### src/rtl/alu_pkg.sv
// Shared types for the ALU flag stage: NZCV flag layout and skid-buffer states.
// Latency: n/a (declarations only).
// Backpressure: n/a (declarations only).
package alu_pkg;

    // Bit positions of each flag within the 4-bit NZCV word.
    localparam int FLAG_N = 3;
    localparam int FLAG_Z = 2;
    localparam int FLAG_C = 1;
    localparam int FLAG_V = 0;

    // Field order matches the FLAG_* positions above (n is the MSB).
    typedef struct packed {
        logic n;
        logic z;
        logic c;
        logic v;
    } flags_t;

    typedef enum logic [1:0] {
        EMPTY = 2'd0,
        ONE   = 2'd1,
        FULL  = 2'd2
    } skid_state_t;

endpackage

### src/rtl/skid_buffer.sv
// Two-entry valid/ready skid buffer: an output register plus one skid register.
// Latency: 1 cycle from accept to out_valid when empty.
// Backpressure: in_ready is a flop that drops only when both entries hold data; out_ready has no combinational path to it.
//
// Ports:
//   clk, rst_n            clock, asynchronous active-low reset
//   in_valid/in_ready     upstream handshake, in_data payload
//   out_valid/out_ready   downstream handshake, out_data payload (held stable while stalled)
module skid_buffer
    import alu_pkg::*;
#(
    parameter int DW = 8
) (
    input  logic          clk,
    input  logic          rst_n,
    input  logic          in_valid,
    output logic          in_ready,
    input  logic [DW-1:0] in_data,
    output logic          out_valid,
    input  logic          out_ready,
    output logic [DW-1:0] out_data
);

    skid_state_t   state;
    skid_state_t   state_nxt;
    logic [DW-1:0] skid_data;
    logic          accept;
    logic          xfer;
    logic          load_out_in;
    logic          load_out_skid;
    logic          load_skid;

    assign accept    = in_valid && in_ready;
    assign xfer      = out_valid && out_ready;
    assign out_valid = (state != EMPTY);

    always_comb begin
        state_nxt     = state;
        load_out_in   = 1'b0;
        load_out_skid = 1'b0;
        load_skid     = 1'b0;
        case (state)
            EMPTY: begin
                if (accept) begin
                    state_nxt   = ONE;
                    load_out_in = 1'b1;
                end
            end
            ONE: begin
                if (accept && !xfer) begin
                    // Output register is stalled: park the new word in the skid entry.
                    state_nxt = FULL;
                    load_skid = 1'b1;
                end else if (!accept && xfer) begin
                    state_nxt = EMPTY;
                end else if (accept && xfer) begin
                    load_out_in = 1'b1;
                end
            end
            FULL: begin
                // in_ready is low here, so accept cannot occur.
                if (xfer) begin
                    state_nxt     = ONE;
                    load_out_skid = 1'b1;
                end
            end
            default: state_nxt = EMPTY;
        endcase
    end

    always_ff @(posedge clk or negedge rst_n) begin
        if (!rst_n) begin
            state     <= EMPTY;
            in_ready  <= 1'b1;
            out_data  <= '0;
            skid_data <= '0;
        end else begin
            state    <= state_nxt;
            // Registered copy of "not full next cycle" keeps in_ready a pure flop output.
            in_ready <= (state_nxt != FULL);
            if (load_out_in) begin
                out_data <= in_data;
            end else if (load_out_skid) begin
                out_data <= skid_data;
            end
            if (load_skid) begin
                skid_data <= in_data;
            end
        end
    end

endmodule

### src/rtl/alu_flag_stage.sv
// ALU output stage: forms NZCV flags, buffers {result, flags} downstream, keeps the status register.
// Latency: 1 cycle from accept to out_valid; status updates the cycle after accept regardless of stall.
// Backpressure: two-entry skid buffer; in_ready drops only after two words are stalled.
//
// Ports:
//   clk, rst_n                 clock, asynchronous active-low reset
//   in_valid/in_ready          ALU handshake; in_result, in_carry, in_overflow, in_zero_n (active-low zero)
//   in_flag_we                 accepted word updates status
//   status_clr                 synchronous clear of status (and flag_err), wins over update
//   out_valid/out_ready        downstream handshake; out_result, out_flags {N,Z,C,V}
//   status                     architectural NZCV register
//   flag_err                   sticky zero-flag mismatch; live only when FLAG_CHECK_EN is defined, else 0
module alu_flag_stage
    import alu_pkg::*;
#(
    parameter int WIDTH = 4
) (
    input  logic             clk,
    input  logic             rst_n,
    input  logic             in_valid,
    output logic             in_ready,
    input  logic [WIDTH-1:0] in_result,
    input  logic             in_carry,
    input  logic             in_overflow,
    input  logic             in_zero_n,
    input  logic             in_flag_we,
    input  logic             status_clr,
    output logic             out_valid,
    input  logic             out_ready,
    output logic [WIDTH-1:0] out_result,
    output logic [3:0]       out_flags,
    output logic [3:0]       status,
    output logic             flag_err
);

    flags_t             flags;
    logic               accept;
    logic [WIDTH+3:0]   out_data;

    always_comb begin
        flags   = '0;
        flags.n = in_result[WIDTH-1];
        flags.z = ~in_zero_n;
        flags.c = in_carry;
        flags.v = in_overflow;
    end

    assign accept = in_valid && in_ready;

    skid_buffer #(
        .DW (WIDTH + 4)
    ) u_skid (
        .clk       (clk),
        .rst_n     (rst_n),
        .in_valid  (in_valid),
        .in_ready  (in_ready),
        .in_data   ({in_result, flags}),
        .out_valid (out_valid),
        .out_ready (out_ready),
        .out_data  (out_data)
    );

    assign out_result = out_data[WIDTH+3:4];
    assign out_flags  = out_data[3:0];

    always_ff @(posedge clk or negedge rst_n) begin
        if (!rst_n) begin
            status <= '0;
        end else if (status_clr) begin
            status <= '0;
        end else if (accept && in_flag_we) begin
            status <= flags;
        end
    end

`ifdef FLAG_CHECK_EN
    // The zero flag itself still follows in_zero_n; this only reports disagreement.
    logic zero_mismatch;
    assign zero_mismatch = (in_zero_n != (in_result != '0));

    always_ff @(posedge clk or negedge rst_n) begin
        if (!rst_n) begin
            flag_err <= 1'b0;
        end else if (status_clr) begin
            flag_err <= 1'b0;
        end else if (accept && zero_mismatch) begin
            flag_err <= 1'b1;
        end
    end
`else
    assign flag_err = 1'b0;
`endif

endmodule
### config.mk
export PLATFORM = sky130hd
export DESIGN_NAME = alu_flag_stage
export DESIGN_NICKNAME = d
export VERILOG_FILES = /design/src/rtl/alu_pkg.sv /design/src/rtl/skid_buffer.sv /design/src/rtl/alu_flag_stage.sv
export SDC_FILE = /design/constraint.sdc
export NUM_CORES = 1
export LEC_CHECK = 0
export CELL_PAD_IN_SITES_DETAIL_PLACEMENT = 2
export CELL_PAD_IN_SITES_GLOBAL_PLACEMENT = 2
export CORE_UTILIZATION = 30
export DETAILED_ROUTE_END_ITERATION = 10
export GPL_TIMING_DRIVEN = 0
export PLACE_DENSITY = 0.77
export SYNTH_ARGS = -nofsm -noshare
export SYNTH_HDL_FRONTEND = slang
export SYNTH_SLANG_ARGS = --single-unit
### constraint.sdc
create_clock -name clk -period 1.8 [get_ports clk]
set_input_delay 0.27 -clock clk [delete_from_list [all_inputs] [get_ports clk]]
set_output_delay 0.27 -clock clk [all_outputs]
set_load 0.01 [all_outputs]
## After elaboration in Yosys (flattened, before gate mapping)

Cells that the tools add are included.

- Register bits: 23
- Output and inout port bits: 15

- Equality and inequality tests: 3
- Mux-type cells: 18
- Bitwise operators: 1
- Reduce and logical (&&, ||, !) cells: 12

Operator list:

| cell | number |
|---|---|
| $mux 8 | 2 |
| $mux 1 | 8 |
| $mux 2 | 4 |
| $mux 4 | 2 |
| $logic_and 1x1->1 | 6 |
| $pmux 2 s3 | 1 |
| $reduce_bool 2->1 | 3 |
| $eq 2x1->1 const B | 1 |
| $eq 2x2->1 const B | 1 |
| $logic_not 1->1 | 2 |
| $logic_not 2->1 | 1 |
| $ne 2x2->1 const B | 1 |
| $pmux 1 s2 | 1 |
| $not 1->1 | 1 |

## Longest topological paths before layout

Gate-level depths: netlist of the first run.

- Depth after elaboration: 8
- Mapped depth: 4

## Cells and area by module

Synthesis of the first run repeated with hierarchy kept, for this count alone.

- Cell total of the unflattened synthesis: 80
- Area, all modules: 1123.6 µm²

Modules (own cells, without submodules):

| module | instances | cells each | area each (µm²) |
|---|---|---|---|
| skid_buffer | 1 | 59 | 898.4 |
| alu_flag_stage | 1 | 21 | 225.2 |

## Worst setup path after synthesis of the first run

OpenSTA, ideal clock, no wires.

- Path type: register -> register
- From: register u_skid.in_ready
- To: register u_skid.out_data[0]
- Setup time: 0.125 ns
- Arrival time: 1.438 ns
- Required time: 1.675 ns
- Path slack: 0.236 ns
- Cell stages (with the launch flop): 5
- Path buffers: 1
- Cells stage by stage: dfstp_2 nand2_1 or3b_1 buf_6 mux2_4

- Word-level cells in the longest chain between the ends: 7

RTL lines:

| element | line | source |
|---|---|---|
| from (decl) | skid_buffer.sv:17 | `output logic in_ready,` |
| from (signal assigned) | skid_buffer.sv:80 | `in_ready <= (state_nxt != FULL);` |
| $logic_and 1x1->1 (*) | skid_buffer.sv:33 | `assign accept = in_valid && in_ready;` |
| $logic_and 1x1->1 or $logic_not 1->1 (tied branches) | skid_buffer.sv:56, skid_buffer.sv:54 |  |
| $mux 1 or $logic_and 1x1->1 (tied branches) | skid_buffer.sv:56, skid_buffer.sv:54 |  |
| $mux 1 | skid_buffer.sv:54 | `end else if (!accept && xfer) begin` |
| $mux 1 | skid_buffer.sv:50 | `if (accept && !xfer) begin` |
| $pmux 1 s2 (*) | skid_buffer.sv:42 | `case (state)` |
| $mux 8 or $reduce_bool 2->1 (tied branches) | -- |  |
| to (signal assigned) | skid_buffer.sv:82 | `out_data <= in_data;` |
| to (signal assigned) | skid_buffer.sv:84 | `out_data <= skid_data;` |
| to (decl) | skid_buffer.sv:21 | `output logic [DW-1:0] out_data` |

Mark *: on every way between the ends. The rest lies on a longest branch, timed or not.
A chain may end at the register's enable or synchronous reset.

## Worst setup path after layout of the first run

- From: register u_skid.in_ready
- To: output port in_ready

RTL lines:

| element | line | source |
|---|---|---|
| to (decl) | alu_flag_stage.sv:21 | `output logic in_ready,` |

No word-level cell between the ends.

==> run_results.csv, run 1 <==
group,metric,value,unit
setup_path,end_kind,"output port",
routing,wirelength,2170,microns
clock_tree,insertion_delay,0.31,ns
cells_and_area,drive_gt1_frac,0.337,
setup_path,cpLargestDelayFamily,"flip-flops",
power_and_ir_drop,ir_worst_vdd,0.381,mV
die,io_pins,28,
timing,fin_skew,0.00136,ns
setup_path,path_class,"reg2out",
timing,rsz0062_at_grt,"false",
routing,drt-initial-drc-count,22,
flow_run,cap_viol_max_count,0,
logic_synthesis,syn-mean-instance-area,14.0,sq um
logic_synthesis,ys_seq_area_frac,0.546,
global_route,grt_pass1_wl,3680,microns
logic_synthesis,netlist_area,965,sq um
cells_and_area,finalNetCount,115,
cells_and_area,seq_area,528,sq um
logic_synthesis,yosys.cell_types.count,19,
logic_synthesis,netlist_top_cells_area,"dfrtp_1 52%, mux2_2 16%, mux2_4 9.3%",
place,postPlaceCellArea,0.00128,sq mm
power_and_ir_drop,leakage,0.608,nW
timing,fin_crit_sh,0.930,
global_route,grt_max_degree,22,
die,dieArea,0.00345,sq mm
timing,hold_viol,0,
place,post-place-ws,-0.382,ns
logic_synthesis,synth.most_common_cell,"dfrtp_1",
die,start_util,0.316,
timing,setup_viol,0,
cells_and_area,multiInputGateArea,414,sq um
cells_and_area,area_growth,37.7,%
cells_and_area,fin_cells,145,
clock_tree,cts_tree,"yes",
clock_tree,clock-sinks,21,
clock_tree,cts_hold_buf,0,
routing,drc,0,
logic_synthesis,ys_warn_count,0,
die,die_h,58.7,microns
clock_tree,clkTransAtPathRegs,0.12,ns
routing,dr.pass1.iters,2,
setup_path,critPathMaxStageDelay,0.56,ns
logic_synthesis,async_flop_share,1.00,
clock_tree,clock-root-buffer,"clkbuf_4",
timing,max_freq,597,MHz
cells_and_area,fillers,336,
timing,finalCriticalPeriod,1.67,ns
timing,worst_slew_pin_slew,0.985,ns
place,dpl.hpwl,1520,microns
die,core,0.00305,sq mm
place,dp_cells,139,
timing,relSlewSlack,0.341,
setup_path,path_cells,"clkdlybuf4s50_1",
global_route,grt_usage,0.152,
logic_synthesis,synth_nets,82,
global_route,overflow,0,
setup_path,cp-start-kind,"flip-flop",
logic_synthesis,netlist_instances,69,
global_route,grt_antenna_before_repair,0,
place,gpl.final_weighted_congestion,0.614,
power_and_ir_drop,total_power,1.85,mW
routing,via_count,650,
status,status,"finished clean",
timing,finalWorstSetupSlack,0.126,ns
global_route,grt_pass1_vias,729,
clock_tree,clockBufferDepth,2,
routing,final_antenna_net_count,0,
cells_and_area,antenna_cells,0,
worst_hold_path,hold_path_class,"in2async",
logic_synthesis,synth_top_area_share,0.519,
timing,slew_violations,0,
logic_synthesis,synth_flop_cell,"dfrtp_1",
setup_path,critPathBufInv,1,
logic_synthesis,yosys-top-cells-count,"20 x dfrtp_1, 14 x mux2_2, 6 x mux2_4, 6 x mux2i_1, 6 x nor2_1",
die,num_rows,20,
setup_path,crit_slowest_cell,"dfstp_2",
die,fp.dieW,58.7,microns
setup_path,critPathMaxFanout,3,
clock_tree,cts_max_level,1,
routing,via_per_inst,4.48,
place,portBuffers,26,
logic_synthesis,synth_edf_count,0,
logic_synthesis,synth.largest_area_cell,"dfrtp_1",
power_and_ir_drop,p_per_area,1400,mW/mm^2
clock_tree,cts-buffers-inserted,3,
logic_synthesis,synth-seq-cells,21,
cells_and_area,fin_area,0.00133,sq mm
routing,wl_per_cell,15.0,microns
timing,fin_tns_setup,0,ns
setup_path,arrival,1.40,ns
setup_path,cp.required,1.53,ns
-- metal layers --
layer  vias up  GRT usage  routed length (microns)
met1       326      0.186                      925
met5         -          0                        0
met3         6     0.0330                       86
met4         0     0.0816                       59
met2        18      0.253                     1100
li1        300          -                        -
-- placed cells by master (no fill, tap or decap), drive strengths merged, types with 2 or more instances in the layout --
| cell | n |
|---|---|
| clkdlybuf4s50 | 25 |
| dfrtp | 20 |
| nand2b | 2 |
| clkbuf | 3 |
| nor2 | 6 |
| buf | 5 |
| mux2 | 20 |
| or2 | 2 |
| mux2i | 6 |
-- power by group --
group          internal, mW  switching [mW]  leakage (nW)
Combinational         0.553           0.294         0.336
Clock                0.0832           0.152        0.0177
Sequential            0.665           0.106         0.254
Total                  1.30           0.553         0.608
-- state kept, by name, summed over array words and instances (netlist names) --
register and cells:
status 4, u_skid.in_ready 1, u_skid.out_data 7, u_skid.skid_data 7, u_skid.state 2
-- final timing paths --
| path | depth (start not counted) | slack (ns) | start | to |
|---|---|---|---|---|
| worst min register to register | 1 | 0.52 | u_skid.skid_data[5] | u_skid.skid_data[5] |
| min in group clk | 1 | 0.52 | u_skid.skid_data[5] | u_skid.skid_data[5] |
| worst min-delay path | 1 | 0.49 | rst_n | u_skid.out_data[5] |
| worst max register to register | 4 | 0.14 | u_skid.in_ready | u_skid.out_data[5] |
| max in group asynchronous | 1 | 0.66 | rst_n | u_skid.state[1] |
| worst max-delay path | 1 | 0.13 | u_skid.in_ready | in_ready |
-- stage by stage --
stage | utilization | hold WS (ns)
global placement | 0.419 | 0.485
global route | 0.435 | 0.532
detailed placement | 0.419 | 0.497
CTS | 0.435 | 0.501
finish | 0.435 | 0.488
floorplan | - | -0.0256
-- final cells by class --
| cell class | instances | share of cell area |
|---|---|---|
| flip-flops and latches | 21 | 0.397 |
| multi-input cells | 44 | 0.312 |
| repair buffers | 28 | 0.206 |
| well taps | 44 | 0.0414 |
| plain buffers | 3 | 0.0198 |
| clock buffers | 3 | 0.0169 |
| clock inverters | 1 | 0.00377 |
| inverters | 1 | 0.00282 |
-- repair_timing --
| item | in CTS | in global routing |
|---|---|---|
| endpoints found under the setup margin | 8 | 0 |
| gates resized for setup | 3 | 0 |
| buffers inserted | 2 | 0 |
-- kinds of logic (layout without fill, tap and decap cells) --
| family | Yosys count | in the layout | share of synthesized area |
|---|---|---|---|
| multiplexers | 26 | 26 | 0.319 |
| AO/OA/AOI/OAI | 2 | 2 | 0.0143 |
| AND/OR/NAND/NOR | 15 | 15 | 0.0856 |
| flip-flops | 21 | 21 | 0.546 |
| buffers and inverters | 4 | 36 | 0.0311 |
| other | 1 | 1 | 0.00389 |
(Power assumes the default switching activity.)
==> run 2: changes to the inputs <==
--- a/config.mk
+++ b/config.mk
@@ -9,6 +9,7 @@
 export CELL_PAD_IN_SITES_GLOBAL_PLACEMENT = 2
 export CORE_UTILIZATION = 30
 export DETAILED_ROUTE_END_ITERATION = 10
+export GPL_ROUTABILITY_DRIVEN = 0
 export GPL_TIMING_DRIVEN = 0
 export PLACE_DENSITY = 0.77
 export SYNTH_ARGS = -nofsm -noshare
==> results of run 2 <==
No change in the layout: final DEF, timing and power equal those of run 1.
==> run 3: changes to the inputs <==
--- a/config.mk
+++ b/config.mk
@@ -12,6 +12,7 @@
 export GPL_ROUTABILITY_DRIVEN = 0
 export GPL_TIMING_DRIVEN = 0
 export PLACE_DENSITY = 0.77
+export REMOVE_ABC_BUFFERS = 1
 export SYNTH_ARGS = -nofsm -noshare
 export SYNTH_HDL_FRONTEND = slang
 export SYNTH_SLANG_ARGS = --single-unit
==> run_results.csv, run 3 (synthesis gave the netlist of run 1 again) <==
group,metric,value,unit
routing,dr.pass1.iters,2,
setup_path,regToRegSetupSlack,0.14,ns
worst_hold_path,hold_path_class,"in2async",
clock_tree,cts_hold_buf,0,
global_route,overflow,0,
routing,final_antenna_net_count,0,
die,core,0.00305,sq mm
clock_tree,clkTransAtPathRegs,0.12,ns
status,status,"finished clean",
clock_tree,clockBufferDepth,2,
timing,finalCriticalPeriod,1.69,ns
flow_run,cap_viol_max_count,0,
timing,setup_viol,0,
cells_and_area,finalNetCount,111,
clock_tree,cts_max_level,1,
global_route,grt_pass1_vias,670,
routing,drt-initial-drc-count,5,
clock_tree,clock-root-buffer,"clkbuf_4",
setup_path,critPathMaxFanout,3,
cells_and_area,final_common_cell,"clkdlybuf4s50_1",
cells_and_area,top_regs,"u_skid.out_data x7, u_skid.skid_data x7, status x4",
timing,fin_tns_setup,0,ns
cells_and_area,area_growth,34.9,%
cells_and_area,multiInputGateArea,417,sq um
power_and_ir_drop,ir_worst_vdd,0.568,mV
setup_path,arrival,1.42,ns
setup_path,end_kind,"output port",
setup_path,reg2reg_depth,4,
setup_path,cpLargestDelayFamily,"flip-flops",
die,fp.dieW,58.7,microns
routing,drc,0,
setup_path,crit_path_start,"u_skid.in_ready",
cells_and_area,fin_area,0.00130,sq mm
setup_path,path_class,"reg2out",
setup_path,crit_slowest_cell,"dfstp_2",
clock_tree,cts-buffers-inserted,3,
cells_and_area,seq_area,528,sq um
die,io_pins,28,
setup_path,path_cells,"clkdlybuf4s50_1",
cells_and_area,antenna_cells,0,
setup_path,reg2reg_from,"u_skid.state[1]",
clock_tree,insertion_delay,0.31,ns
timing,fin_skew,0.00138,ns
setup_path,rr_endpoint,"u_skid.out_data[1]",
setup_path,critPathBufInv,1,
cells_and_area,fillers,329,
die,dieArea,0.00345,sq mm
routing,via_count,650,
setup_path,cp.required,1.53,ns
timing,relSlewSlack,0.367,
setup_path,cp-start-kind,"flip-flop",
clock_tree,clock-sinks,21,
timing,slew_violations,0,
timing,hold_viol,0,
power_and_ir_drop,leakage,0.593,nW
global_route,grt_pass1_wl,3290,microns
timing,max_freq,593,MHz
power_and_ir_drop,p_per_area,1400,mW/mm^2
routing,wirelength,2030,microns
timing,rsz0062_at_grt,"false",
die,die_h,58.7,microns
die,start_util,0.316,
power_and_ir_drop,total_power,1.82,mW
global_route,grt_usage,0.136,
place,dpl.hpwl,1480,microns
timing,fin_crit_sh,0.937,
cells_and_area,layout_common_cells,"25 x clkdlybuf4s50_1, 19 x dfrtp_1, 14 x mux2_2",
cells_and_area,drive_gt1_frac,0.320,
die,num_rows,20,
timing,worst_slew_pin_slew,0.946,ns
global_route,grt_antenna_before_repair,0,
routing,wl_per_cell,14.4,microns
clock_tree,cts_tree,"yes",
place,postPlaceCellArea,0.00125,sq mm
setup_path,critPathMaxStageDelay,0.57,ns
place,portBuffers,26,
global_route,grt_max_degree,22,
timing,whs,0.472,ns
routing,via_per_inst,4.61,
## run 3: cell types whose count changed in the layout (fill, tap and decap cells not counted)
cell and delta:
or3b_1 -1, dlymetal6s2s_1 +1, buf_4 -3, or3b_4 +1
dlygate4sd2_1 -1, buf_6 -1
## run 3: where the power goes
| group | switching, mW | total, mW | internal, mW |
|---|---|---|---|
| Clock | 0.149 | 0.232 | 0.0831 |
| Combinational | 0.285 | 0.817 | 0.531 |
| Sequential | 0.107 | 0.773 | 0.665 |
| Total | 0.542 | 1.82 | 1.28 |
## run 3: cell type report
class | instances | area share
Clock buffer | 3 | 0.0173
Multi-Input combinational cell | 44 | 0.320
Clock inverter | 1 | 0.00385
Inverter | 1 | 0.00288
Sequential cell | 21 | 0.406
Timing Repair Buffer | 27 | 0.208
Tap cell | 44 | 0.0423
## run 3: worst max-delay path by stage
| stage | end | slack (ns) | depth (start not counted) |
|---|---|---|---|
| 2_1_floorplan | u_skid.out_data[0] | 0.17 | 3 |
| 3_3_place_gp | u_skid.skid_data[2] | -0.32 | 4 |
| 3_5_place_dp | u_skid.skid_data[3] | -0.35 | 4 |
| 4_1_cts | out_valid | 0.02 | 2 |
| 5_1_grt | in_ready | 0.06 | 1 |
| 6_report | in_ready | 0.11 | 1 |
## run 3: through the flow
step	worst slack [ns]	util	cells
6_report	0.113	0.426	141
3_5_place_dp	-0.350	0.411	136
3_3_place_gp	-0.316	0.411	136
5_1_grt	0.0556	0.426	141
2_1_floorplan	0.173	-	66
4_1_cts	0.0150	0.425	141
## run 3: timing repair
action | CTS | global route
buffers inserted | 1 | 0
resized for setup | 3 | 1
pin swaps | 0 | 0
setup endpoints to repair | 8 | 1
## run 3: per-layer routing
| metal | wire length, microns | vias to the layer above | track usage |
|---|---|---|---|
| met3 | 114 | 5 | 0.0462 |
| li1 | - | 293 | - |
| met1 | 887 | 330 | 0.162 |
| met2 | 990 | 22 | 0.227 |
| met4 | 38 | 0 | 0.0510 |
| met5 | 0 | - | 0 |
